## src/rtl/core_pkg.sv

```systemverilog
// core_pkg: core-wide default widths and the CDB broadcast entry shared by
// the CDB arbiter and reservation stations.
package core_pkg;
  localparam int CORE_CDB_W  = 2;
  localparam int CORE_PHYS_W = 6;
  localparam int CORE_ROB_W  = 6;
  localparam int CORE_XLEN   = 64;

  typedef struct packed {
    logic [CORE_PHYS_W-1:0] tag;
    logic [CORE_XLEN-1:0]   value;
    logic [CORE_ROB_W-1:0]  rob_tag;
  } cdb_entry_t;

  // Index width that stays legal (>=1 bit) for single-entry structures
  function automatic int idx_w(input int n);
    return (n > 1) ? $clog2(n) : 1;
  endfunction
endpackage

```

## src/rtl/fu_result_buf.sv

```systemverilog
// fu_result_buf: per-FU FIFO holding completed results until a CDB lane
// is granted; occupancy is exposed so the producer sees registered backpressure.
module fu_result_buf import core_pkg::*; #(
  parameter type T     = cdb_entry_t,
  parameter int  DEPTH = 2
) (
  input  logic                       clk,
  input  logic                       rst_n,
  input  logic                       i_flush,
  input  logic                       i_push,
  input  T                           i_data,
  input  logic                       i_pop,
  output T                           o_head,
  output logic [$clog2(DEPTH+1)-1:0] o_count,
  output logic                       o_empty
);
  localparam int AW = idx_w(DEPTH);
  localparam int CW = $clog2(DEPTH+1);

  T              r_mem [DEPTH];
  logic [AW-1:0] r_wr, r_rd;
  logic [CW-1:0] r_count;
  logic          w_full, w_push, w_pop;

  function automatic logic [AW-1:0] nxt(input logic [AW-1:0] p);
    return (p == AW'(DEPTH-1)) ? '0 : p + 1'b1;
  endfunction

  assign w_full  = r_count == CW'(DEPTH);
  assign o_empty = r_count == '0;
  assign o_count = r_count;
  assign o_head  = r_mem[r_rd];
  assign w_push  = i_push && !w_full && !i_flush;
  assign w_pop   = i_pop && !o_empty && !i_flush;

  always_ff @(posedge clk or negedge rst_n)
    if (!rst_n) begin
      r_wr    <= '0;
      r_rd    <= '0;
      r_count <= '0;
    end else if (i_flush) begin
      r_wr    <= '0;
      r_rd    <= '0;
      r_count <= '0;
    end else begin
      r_wr    <= w_push ? nxt(r_wr) : r_wr;
      r_rd    <= w_pop ? nxt(r_rd) : r_rd;
      r_count <= r_count + CW'(w_push) - CW'(w_pop);
    end

  // Payload needs no reset: an entry is only read after it has been written
  always_ff @(posedge clk)
    if (w_push) r_mem[r_wr] <= i_data;
endmodule

```

## src/rtl/cdb_arbiter.sv

```systemverilog
// cdb_arbiter: buffers FU results and grants up to CDB_W buffer heads per
// cycle in round-robin order onto registered CDB lanes.
module cdb_arbiter import core_pkg::*; #(
  parameter  int NUM_FU    = 4,
  parameter  int CDB_W     = CORE_CDB_W,
  parameter  int PHYS_W    = CORE_PHYS_W,
  parameter  int ROB_W     = CORE_ROB_W,
  parameter  int XLEN      = CORE_XLEN,
  parameter  int BUF_DEPTH = 2,
  localparam int FW        = idx_w(NUM_FU)
) (
  input  logic                          clk,
  input  logic                          reset,
  input  logic                          flush,
  input  logic [NUM_FU-1:0]             fu_valid,
  output logic [NUM_FU-1:0]             fu_ready,
  input  logic [NUM_FU-1:0][PHYS_W-1:0] fu_dst_tag,
  input  logic [NUM_FU-1:0][XLEN-1:0]   fu_value,
  input  logic [NUM_FU-1:0][ROB_W-1:0]  fu_rob_tag,
  output logic [CDB_W-1:0]              cdb_valid,
  output logic [CDB_W-1:0][PHYS_W-1:0]  cdb_tag,
  output logic [CDB_W-1:0][XLEN-1:0]    cdb_value,
  output logic [CDB_W-1:0][ROB_W-1:0]   cdb_rob_tag,
  output logic [CDB_W-1:0][FW-1:0]      cdb_src_fu
);
  localparam int CW = $clog2(BUF_DEPTH+1);

  typedef struct packed {
    logic [PHYS_W-1:0] tag;
    logic [XLEN-1:0]   value;
    logic [ROB_W-1:0]  rob_tag;
  } entry_t;

  entry_t            w_in [NUM_FU];
  entry_t            w_head [NUM_FU];
  logic [CW-1:0]     w_count [NUM_FU];
  logic [NUM_FU-1:0] w_empty, w_push, w_grant;
  logic [CDB_W-1:0]  w_lane_v, w_go;
  logic [FW-1:0]     w_lane_fu [CDB_W];
  logic [FW-1:0]     w_idx, w_last, r_rr;
  int                w_n;

  assign w_push = fu_valid & fu_ready & {NUM_FU{~flush}};
  assign w_go   = w_lane_v & {CDB_W{~flush}};

  for (genvar f = 0; f < NUM_FU; f++) begin : g_buf
    // Ready comes from registered occupancy only; a same-cycle pop never credits it
    assign fu_ready[f] = w_count[f] < CW'(BUF_DEPTH);
    assign w_in[f] = '{tag: fu_dst_tag[f], value: fu_value[f], rob_tag: fu_rob_tag[f]};
    fu_result_buf #(.T(entry_t), .DEPTH(BUF_DEPTH)) u_buf (
      .clk     (clk),
      .rst_n   (reset),
      .i_flush (flush),
      .i_push  (w_push[f]),
      .i_data  (w_in[f]),
      .i_pop   (w_grant[f] & ~flush),
      .o_head  (w_head[f]),
      .o_count (w_count[f]),
      .o_empty (w_empty[f])
    );
  end

  // Walk FUs from rr_ptr; the k-th non-empty buffer found takes lane k
  always_comb begin
    w_grant   = '0;
    w_lane_v  = '0;
    w_lane_fu = '{default: '0};
    w_last    = r_rr;
    w_idx     = '0;
    w_n       = 0;
    for (int j = 0; j < NUM_FU; j++) begin
      w_idx = FW'((int'(r_rr) + j) % NUM_FU);
      if (!w_empty[w_idx] && w_n < CDB_W) begin
        w_grant[w_idx]  = 1'b1;
        w_lane_v[w_n]   = 1'b1;
        w_lane_fu[w_n]  = w_idx;
        w_last          = w_idx;
        w_n             = w_n + 1;
      end
    end
  end

  always_ff @(posedge clk or negedge reset)
    if (!reset) begin
      r_rr        <= '0;
      cdb_valid   <= '0;
      cdb_tag     <= '0;
      cdb_value   <= '0;
      cdb_rob_tag <= '0;
      cdb_src_fu  <= '0;
    end else begin
      r_rr <= flush ? '0 : !(|w_grant) ? r_rr : (w_last == FW'(NUM_FU-1)) ? '0 : w_last + 1'b1;
      for (int k = 0; k < CDB_W; k++) begin
        cdb_valid[k]   <= w_go[k];
        cdb_tag[k]     <= w_go[k] ? w_head[w_lane_fu[k]].tag : '0;
        cdb_value[k]   <= w_go[k] ? w_head[w_lane_fu[k]].value : '0;
        cdb_rob_tag[k] <= w_go[k] ? w_head[w_lane_fu[k]].rob_tag : '0;
        cdb_src_fu[k]  <= w_go[k] ? w_lane_fu[k] : '0;
      end
    end
endmodule

```

## config.mk

```make
export PLATFORM = sky130hd
export DESIGN_NAME = cdb_arbiter
export DESIGN_NICKNAME = d
export VERILOG_FILES = /design/src/rtl/core_pkg.sv /design/src/rtl/fu_result_buf.sv /design/src/rtl/cdb_arbiter.sv
export SDC_FILE = /design/constraint.sdc
export NUM_CORES = 1
export LEC_CHECK = 0
export BUFFER_PORTS_ARGS = -buffer_cell sky130_fd_sc_hd__buf_2
export CAP_MARGIN = 20
export CORE_MARGIN = 8
export CORE_UTILIZATION = 57
export DETAILED_ROUTE_END_ITERATION = 10
export GPL_TIMING_DRIVEN = 0
export MAX_ROUTING_LAYER = met4
export PLACE_DENSITY = 0.84
export SYNTH_ARGS = -nofsm -noshare
export SYNTH_HDL_FRONTEND = slang
export SYNTH_SLANG_ARGS = --single-unit
export TNS_END_PERCENT = 30
```

## constraint.sdc

```tcl
create_clock -name clk -period 6.77 [get_ports clk]
set_clock_uncertainty 0.2 [all_clocks]
set_input_delay 0.3385 -clock clk [delete_from_list [all_inputs] [get_ports clk]]
set_output_delay 0.3385 -clock clk [all_outputs]
set_load 0.1 [all_outputs]
```

# Word level (Yosys, flattened, before mapping)
# Memory sizes are Yosys's and may differ from the RTL's.
# Index checks and enable logic that the tools add are counted.
dict set report classes {
  addsub 22
  order_cmp 29
  eq_ne 5
  mux 102
  bitwise 19
  n_reduce_logical 55
}
# operator n
set op_table {}
lappend op_table {{$bmux W76 S2} 2}
lappend op_table {{$mux W76} 4}
lappend op_table {{$lt A32 B3 Y1 const B} 6}
lappend op_table {{$mux W64} 2}
lappend op_table {{$ge A32 B1 Y1 const B} 3}
lappend op_table {{$ge A32 B2 Y1 const B} 3}
lappend op_table {{$lt A32 B1 Y1 const B} 3}
lappend op_table {{$not A32 Y32} 3}
lappend op_table {{$add A32 B2 Y32 const B} 2}
lappend op_table {{$mux W32} 2}
lappend op_table {{$mux W1} 45}
lappend op_table {{$mux W2} 19}
lappend op_table {{$logic_and A1 B1 Y1} 29}
lappend op_table {{$mux W4} 7}
lappend op_table {{$mux W6} 4}
lappend op_table {{$reduce_bool A2 Y1} 9}
lappend op_table {{$bwmux W4} 3}
lappend op_table {{$logic_not A1 Y1} 12}
lappend op_table {{$lt A2 B3 Y1 const B} 4}
lappend op_table {{$or A4 B4 Y4} 3}
lappend op_table {{$eq A2 B2 Y1 const B} 5}
lappend op_table {{$add A1 B1 Y1 const B} 8}
lappend op_table {{$add A2 B1 Y2} 4}
lappend op_table {{$and A4 B4 Y4} 2}
lappend op_table {{18 further kinds} 48}
dict set report word_totals {
  reg_bits 176
  mem_bits_rw 608
  input_bits 311
  output_inout_bits 162
  memories 4
}
# memory words width read_ports rd_ports_with_merged_regs wr line
set memory_table {}
lappend memory_table {{g_buf[0].u_buf.r_mem} 2 76 1 0 1 fu_result_buf.sv:20} ;# T r_mem [DEPTH];
lappend memory_table {{g_buf[1].u_buf.r_mem} 2 76 1 0 1 fu_result_buf.sv:20}
lappend memory_table {{g_buf[2].u_buf.r_mem} 2 76 1 0 1 fu_result_buf.sv:20}
lappend memory_table {{g_buf[3].u_buf.r_mem} 2 76 1 0 1 fu_result_buf.sv:20}

# Logic depth before layout (Yosys ltp)
dict set report depth {
  ltp_word 22
  ltp_mapped 17
  ltp_nobuf 15
}

# Hierarchy
# A second synthesis with hierarchy kept.
dict set report hier_totals {
  cells_unflattened 2048
  hier_area_um2 33442.1
}
# module n_inst cells_per_inst area_per_inst_um2
set by_module_without_submodules {}
lappend by_module_without_submodules {fu_result_buf 4 263 5854.4}
lappend by_module_without_submodules {cdb_arbiter 1 996 10024.6}

# Least setup slack after synthesis
# OpenSTA, ideal clock, no wires.
dict set report synth_timing {
  path_kind {register to register}
  startpoint {register g_buf[3].u_buf.r_count[1]}
  endpoint {memory g_buf[3].u_buf.r_mem[0][0] (netlist name), enable pin}
  t_arrival_ns 4.262
  path_slack_ns 1.788
  stages_incl_launch_ff 5
  n_path_buf 1
  cell_sequence {dfrtp_1 -> clkbuf_1 -> nor2b_1 -> nor2b_1 -> nor2b_1}
}
dict set report synth_via {
  elab_chain_cells 7
  elab_cells_between_ends 9
  cone_classes {order compare (1); eq/ne (1); mux (2); bitwise (2); reduce/logical (3)}
}
# element line
set synth_rtl {}
lappend synth_rtl {{start, declared} fu_result_buf.sv:22} ;# logic [CW-1:0] r_count;
lappend synth_rtl {{start signal, assigned} fu_result_buf.sv:48} ;# r_count <= r_count + CW'(w_push) - CW'(w_pop);
lappend synth_rtl {{$lt A2 B2 Y1} cdb_arbiter.sv:48} ;# assign fu_ready[f] = w_count[f] < CW'(BUF_DEPTH);
lappend synth_rtl {{$and A4 B4 Y4 (2 in series)} cdb_arbiter.sv:43} ;# assign w_push = fu_valid & fu_ready & {NUM_FU{~flush}};
lappend synth_rtl {{$logic_and A1 B1 Y1 (*) (2 in series)} fu_result_buf.sv:33} ;# assign w_push = i_push && !w_full && !i_flush;
lappend synth_rtl {{$mux W1 (*)} fu_result_buf.sv:53} ;# if (w_push) r_mem[r_wr] <= i_data;
lappend synth_rtl {{$mux W1 (implied by the code) (*)} fu_result_buf.sv:53}
lappend synth_rtl {{end, declared} fu_result_buf.sv:20}
# Every way passes the cells marked *; elsewhere a longest branch is shown, timed or not.

# Worst setup path after layout
dict set report layout_timing {
  startpoint {register r_rr[1]}
  endpoint {register cdb_value[43] (netlist name)}
}
dict set report layout_via {
  elab_chain_cells 21
  elab_cells_between_ends 78
  cone_classes {add/sub (5); order compare (15); mux (38); bitwise (8); reduce/logical (12)}
}
# element line
set layout_rtl {}
lappend layout_rtl {{start, declared} cdb_arbiter.sv:40} ;# logic [FW-1:0] w_idx, w_last, r_rr;
lappend layout_rtl {{start signal, assigned} cdb_arbiter.sv:92} ;# r_rr <= flush ? '0 : !(|w_grant) ? r_rr : (w_last == FW'(NUM_FU-1)) ? '0 : w_last + 1'b1;
lappend layout_rtl {{$bmux W1 S2 or $add A2 B1 Y2 (tied branches)} {cdb_arbiter.sv:73, cdb_arbiter.sv:72}}
lappend layout_rtl {{$mux W1 (implied by the code) or $bmux W1 S2 (tied branches)} cdb_arbiter.sv:73} ;# if (!w_empty[w_idx] && w_n < CDB_W) begin
lappend layout_rtl {{$mux W1} cdb_arbiter.sv:73}
lappend layout_rtl {{$lt A32 B3 Y1 or $logic_not A1 Y1 (tied branches)} {cdb_arbiter.sv:73, cdb_arbiter.sv:75}}
lappend layout_rtl {{$logic_and A1 B1 Y1} cdb_arbiter.sv:73}
lappend layout_rtl {{$mux W32} cdb_arbiter.sv:73}
lappend layout_rtl {{$lt A32 B3 Y1} {cdb_arbiter.sv:73, cdb_arbiter.sv:75}}
lappend layout_rtl {{$logic_and A1 B1 Y1} cdb_arbiter.sv:73}
lappend layout_rtl {{[4 not listed]} -}
lappend layout_rtl {{$mux W2 (implied by the code)} cdb_arbiter.sv:76} ;# w_lane_fu[w_n] = w_idx;
lappend layout_rtl {{$demux W2 S1} cdb_arbiter.sv:76}
lappend layout_rtl {{$bwmux W4} cdb_arbiter.sv:76}
lappend layout_rtl {{$mux W4} cdb_arbiter.sv:73}
lappend layout_rtl {{$not A2 Y3 (implied by the code)} cdb_arbiter.sv:96} ;# cdb_value[k] <= w_go[k] ? w_head[w_lane_fu[k]].value : '0;
lappend layout_rtl {{$bmux W76 S2} cdb_arbiter.sv:96}
lappend layout_rtl {{$mux W76 (2 in series)} -}
lappend layout_rtl {{$mux W64 (*)} cdb_arbiter.sv:96}
lappend layout_rtl {{end signal, assigned by index} cdb_arbiter.sv:96}
lappend layout_rtl {{end, declared} cdb_arbiter.sv:22} ;# output logic [CDB_W-1:0][XLEN-1:0] cdb_value,
# Every way passes the cells marked *; elsewhere a longest branch is shown, timed or not. The select of a mux whose other input is x is not followed.
# A chain may end at the register's enable or synchronous reset.

==> reports/summary.json <==
{
  "critical_path": {
    "critical_path.max_fanout": 11,
    "timing.critical_path.slowest_cell_delay_ns": 0.61,
    "worst_ep_arrival_time_ns": 5.80,
    "path_common_cell": "sky130_fd_sc_hd__inv_1",
    "critical_path_required_ns": 7.02,
    "critPathCaptureType": "flop",
    "reg2regPathDepth": 15,
    "cp.buffers_inverters": 7,
    "crit_family": "buffers and inverters",
    "worstSetupPathType": "flop to flop",
    "critical_path.startpoint_type": "flop",
    "worst_path_max_delay_cell": "sky130_fd_sc_hd__dfrtp_1",
    "cp_num_cells": 15,
    "timing.critical_path.cells": "inv_1 -> ha_1 -> clkbuf_1 -> inv_1 -> mux4_2 -> inv_2 -> ha_1 -> inv_1 -> nor4_2 -> o21ai_1 -> a21bo_2 -> nand3_1 -> buf_2 -> clkbuf_1 -> o22ai_1",
    "r2r_slack_ns": 1.22
  },
  "yosys": {
    "synth_seq_area_share_pct": 69.40,
    "synth_largest_type_area_fraction_pct": 55.91,
    "synthesis.area_mm2": 0.03266,
    "yosys_most_used_dff": "sky130_fd_sc_hd__edfxtp_1",
    "synth-warning-count": 0,
    "postSynthCellCount": 1971,
    "synthArstFlopShare_pct": 22.45,
    "post_synth.cell_area_avg_um2": 16.57,
    "synth_seq_cells": 784,
    "synth.distinct_cells": 67,
    "synth_top_cells_by_area": "sky130_fd_sc_hd__edfxtp_1, sky130_fd_sc_hd__dfrtp_1, sky130_fd_sc_hd__mux2_2",
    "postSynthNetCount": 2299,
    "synthDominantAreaCellType": "sky130_fd_sc_hd__edfxtp_1",
    "number_of_synthesized_flops_with_an_enable_pin": 608
  },
  "timing": {
    "rel_slew_slack_pct": 22.14,
    "final.period_utilization_pct": 81.98,
    "final_period_minus_worst_setup_slack_ns": 5.550,
    "tightestPinTransition_ns": 1.161,
    "fin_hold_ws_ns": 0.09547,
    "final-setup-viol-count": 0,
    "rsz0062_at_grt": "false",
    "finalMaxSlewViolations": 0,
    "clock.fmax_mhz": 180.2,
    "timing_hold_violations_final": 0,
    "finalSetupTns_ns": 0
  },
  "floorplanning": {
    "die_height_um": 255.4,
    "dieWidth_um": 255.4,
    "fp-row-count": 87,
    "initial_core_util_pct": 57.80,
    "pin_count": 473,
    "core_area_mm2": 0.05650,
    "die_area_mm2": 0.06520
  },
  "routing": {
    "initialDrtViolationCount": 2760,
    "dr_total_vias": 23151,
    "wire_per_inst_um": 29.45,
    "drt-pass1-iter-count": 6,
    "drtAntennaViolNets": 0,
    "postRouteWirelength_um": 108600,
    "drt-vias-per-instance": 6.279,
    "post_route_drc": 0
  },
  "clock_network": {
    "ctsRootBufferMaster": "sky130_fd_sc_hd__clkbuf_16",
    "cts_htree_levels": 3,
    "clk-insertion-delay-late_ns": 0.63,
    "clk_pin_slew_ns": 0.07,
    "cts_setup_buffers": 0,
    "clk_path_buf_depth": 3,
    "cts_sinks": 784,
    "cts-buffers-inserted": 79,
    "tritoncts": "built"
  },
  "global_route": {
    "gr-usage-all-layers_pct": 33.10,
    "grt_antenna_before_repair": 15,
    "first_global_vias": 24815,
    "largest_net_degree_at_the_start_of_global_routing": 114,
    "grt_first_pass_wirelength_um": 159000,
    "global_route.overflow_total": 0
  },
  "placed_design": {
    "dp_hpwl_um": 65970,
    "place_area_mm2": 0.03638,
    "portBuffers": 472,
    "finalWeightedCongestion": 0.9414,
    "cells_after_dpl": 3215
  },
  "finish": {
    "post-route-util_pct": 74.51,
    "drive_above_1_share_pct": 35.25,
    "layout_common_cells": "sky130_fd_sc_hd__edfxtp_1, sky130_fd_sc_hd__buf_2, sky130_fd_sc_hd__dlygate4sd3_1",
    "final_net_count": 3178,
    "final_cell_count_no_fill": 3687,
    "areaGrowthSynthToFinish_pct": 28.91,
    "final.fill_count": 3094,
    "layout.cells.most_common": "sky130_fd_sc_hd__edfxtp_1",
    "layout.cell_area.non_filler_mm2": 0.04209
  },
  "status": {
    "run_status": "complete, no violations"
  },
  "pwr": {
    "power-per-cell-area_mw_per_mm2": 535.7,
    "power.leakage_uw": 0.01625,
    "irDropWorstVdd_v": 0.0003772
  },
  "worst_hold_path": {
    "kind_of_path_behind_the_tightest_hold_check": "primary input to asynchronous set/reset pin"
  },
  "flow_run": {
    "max_cap_viol_count": 0
  }
}
Yosys cell counts (all sizes together), types with 10 or more instances:
master,instances
ha,17
o21ai,14
nor2b,16
nor2,175
nor3,11
xnor2,13
nand2,10
o32ai,77
a21oi,13
mux2,304
edfxtp,608
o22ai,80
clkbuf,76
buf,53
mux2i,229
dfrtp,176
inv,21
final cells by class:
type / instances / area [um2] / share of cell area [%]
antenna: 15 / 37.54 / 0.08917
buffer: 129 / 732.0 / 1.739
clock buffer: 109 / 2233 / 5.306
clock inverter: 38 / 341.6 / 0.8115
inverter: 21 / 78.83 / 0.1873
multi-input combinational: 1037 / 9223 / 21.91
sequential: 784 / 22660 / 53.84
tap: 756 / 945.9 / 2.247
timing repair buffer: 798 / 5841 / 13.88
state kept, by name, indices dropped and copies added (netlist names):
register and count:
cdb_valid 2, cdb_rob_tag 12, r_rr 2, cdb_tag 12, cdb_src_fu 4, g_buf.u_buf.r_rd 4, cdb_value 128, g_buf.u_buf.r_wr 4
g_buf.u_buf.r_mem 608, g_buf.u_buf.o_count 8
where the power goes:
| group | internal (uW) | total (uW) | leakage, uW | switching (uW) |
|---|---|---|---|---|
| logic | 4150 | 12000 | 0.00703 | 7840 |
| clock network | 2510 | 4450 | 0.00127 | 1940 |
| registers | 5880 | 6110 | 0.00795 | 222 |
what timing repair did:
action | 4_1_cts | 5_1_grt
endpoints found under the hold margin | 677 | 0
resized for setup | 0 | 0
hold buffers | 310 | 0
per-layer routing:
metal  part of all wire (%)  wire length [um]  vias up  track usage (%)
met1                     34             36690    11435            37.05
met3                     10             10870      445            6.889
met2                     51             55400     1886            56.24
met4                    5.2              5605        0            16.45
li1                       -                 -     9385                -
met5                      0                 0        -                -
worst paths after layout:
kind                                     start                          end
max reg2reg                            r_rr[1]                cdb_value[43]
max in group asynchronous                reset                cdb_value[86]
min                                      reset               cdb_rob_tag[1]
min in group clk                 fu_value[134]  g_buf[2].u_buf.r_mem[0][12]
min reg2reg                g_buf[3].u_buf.r_wr          g_buf[3].u_buf.r_wr
max                                    r_rr[1]                cdb_value[43]
cell families after synthesis:
family                   count (synthesis)  synth area share (%)
AO/OA/AOI/OAI                          225                 6.027
XOR/XNOR                                15                0.4023
adder cells (fa/ha/maj)                 18                0.6820
buffers and inverters                  150                 2.483
flip-flops                             784                 69.40
multiplexers                           537                 17.78
AND/OR/NAND/NOR                        242                 3.230
stage by stage:
stage	total power (uW)	setup WS, ns
2_1_floorplan	14500	1.788
3_3_place_gp	17290	-1.638
3_5_place_dp	17520	1.440
4_1_cts	22070	1.387
5_1_grt	23150	1.042
6_report	22550	1.220
No activity file was read; power rests on OpenSTA's default activity.
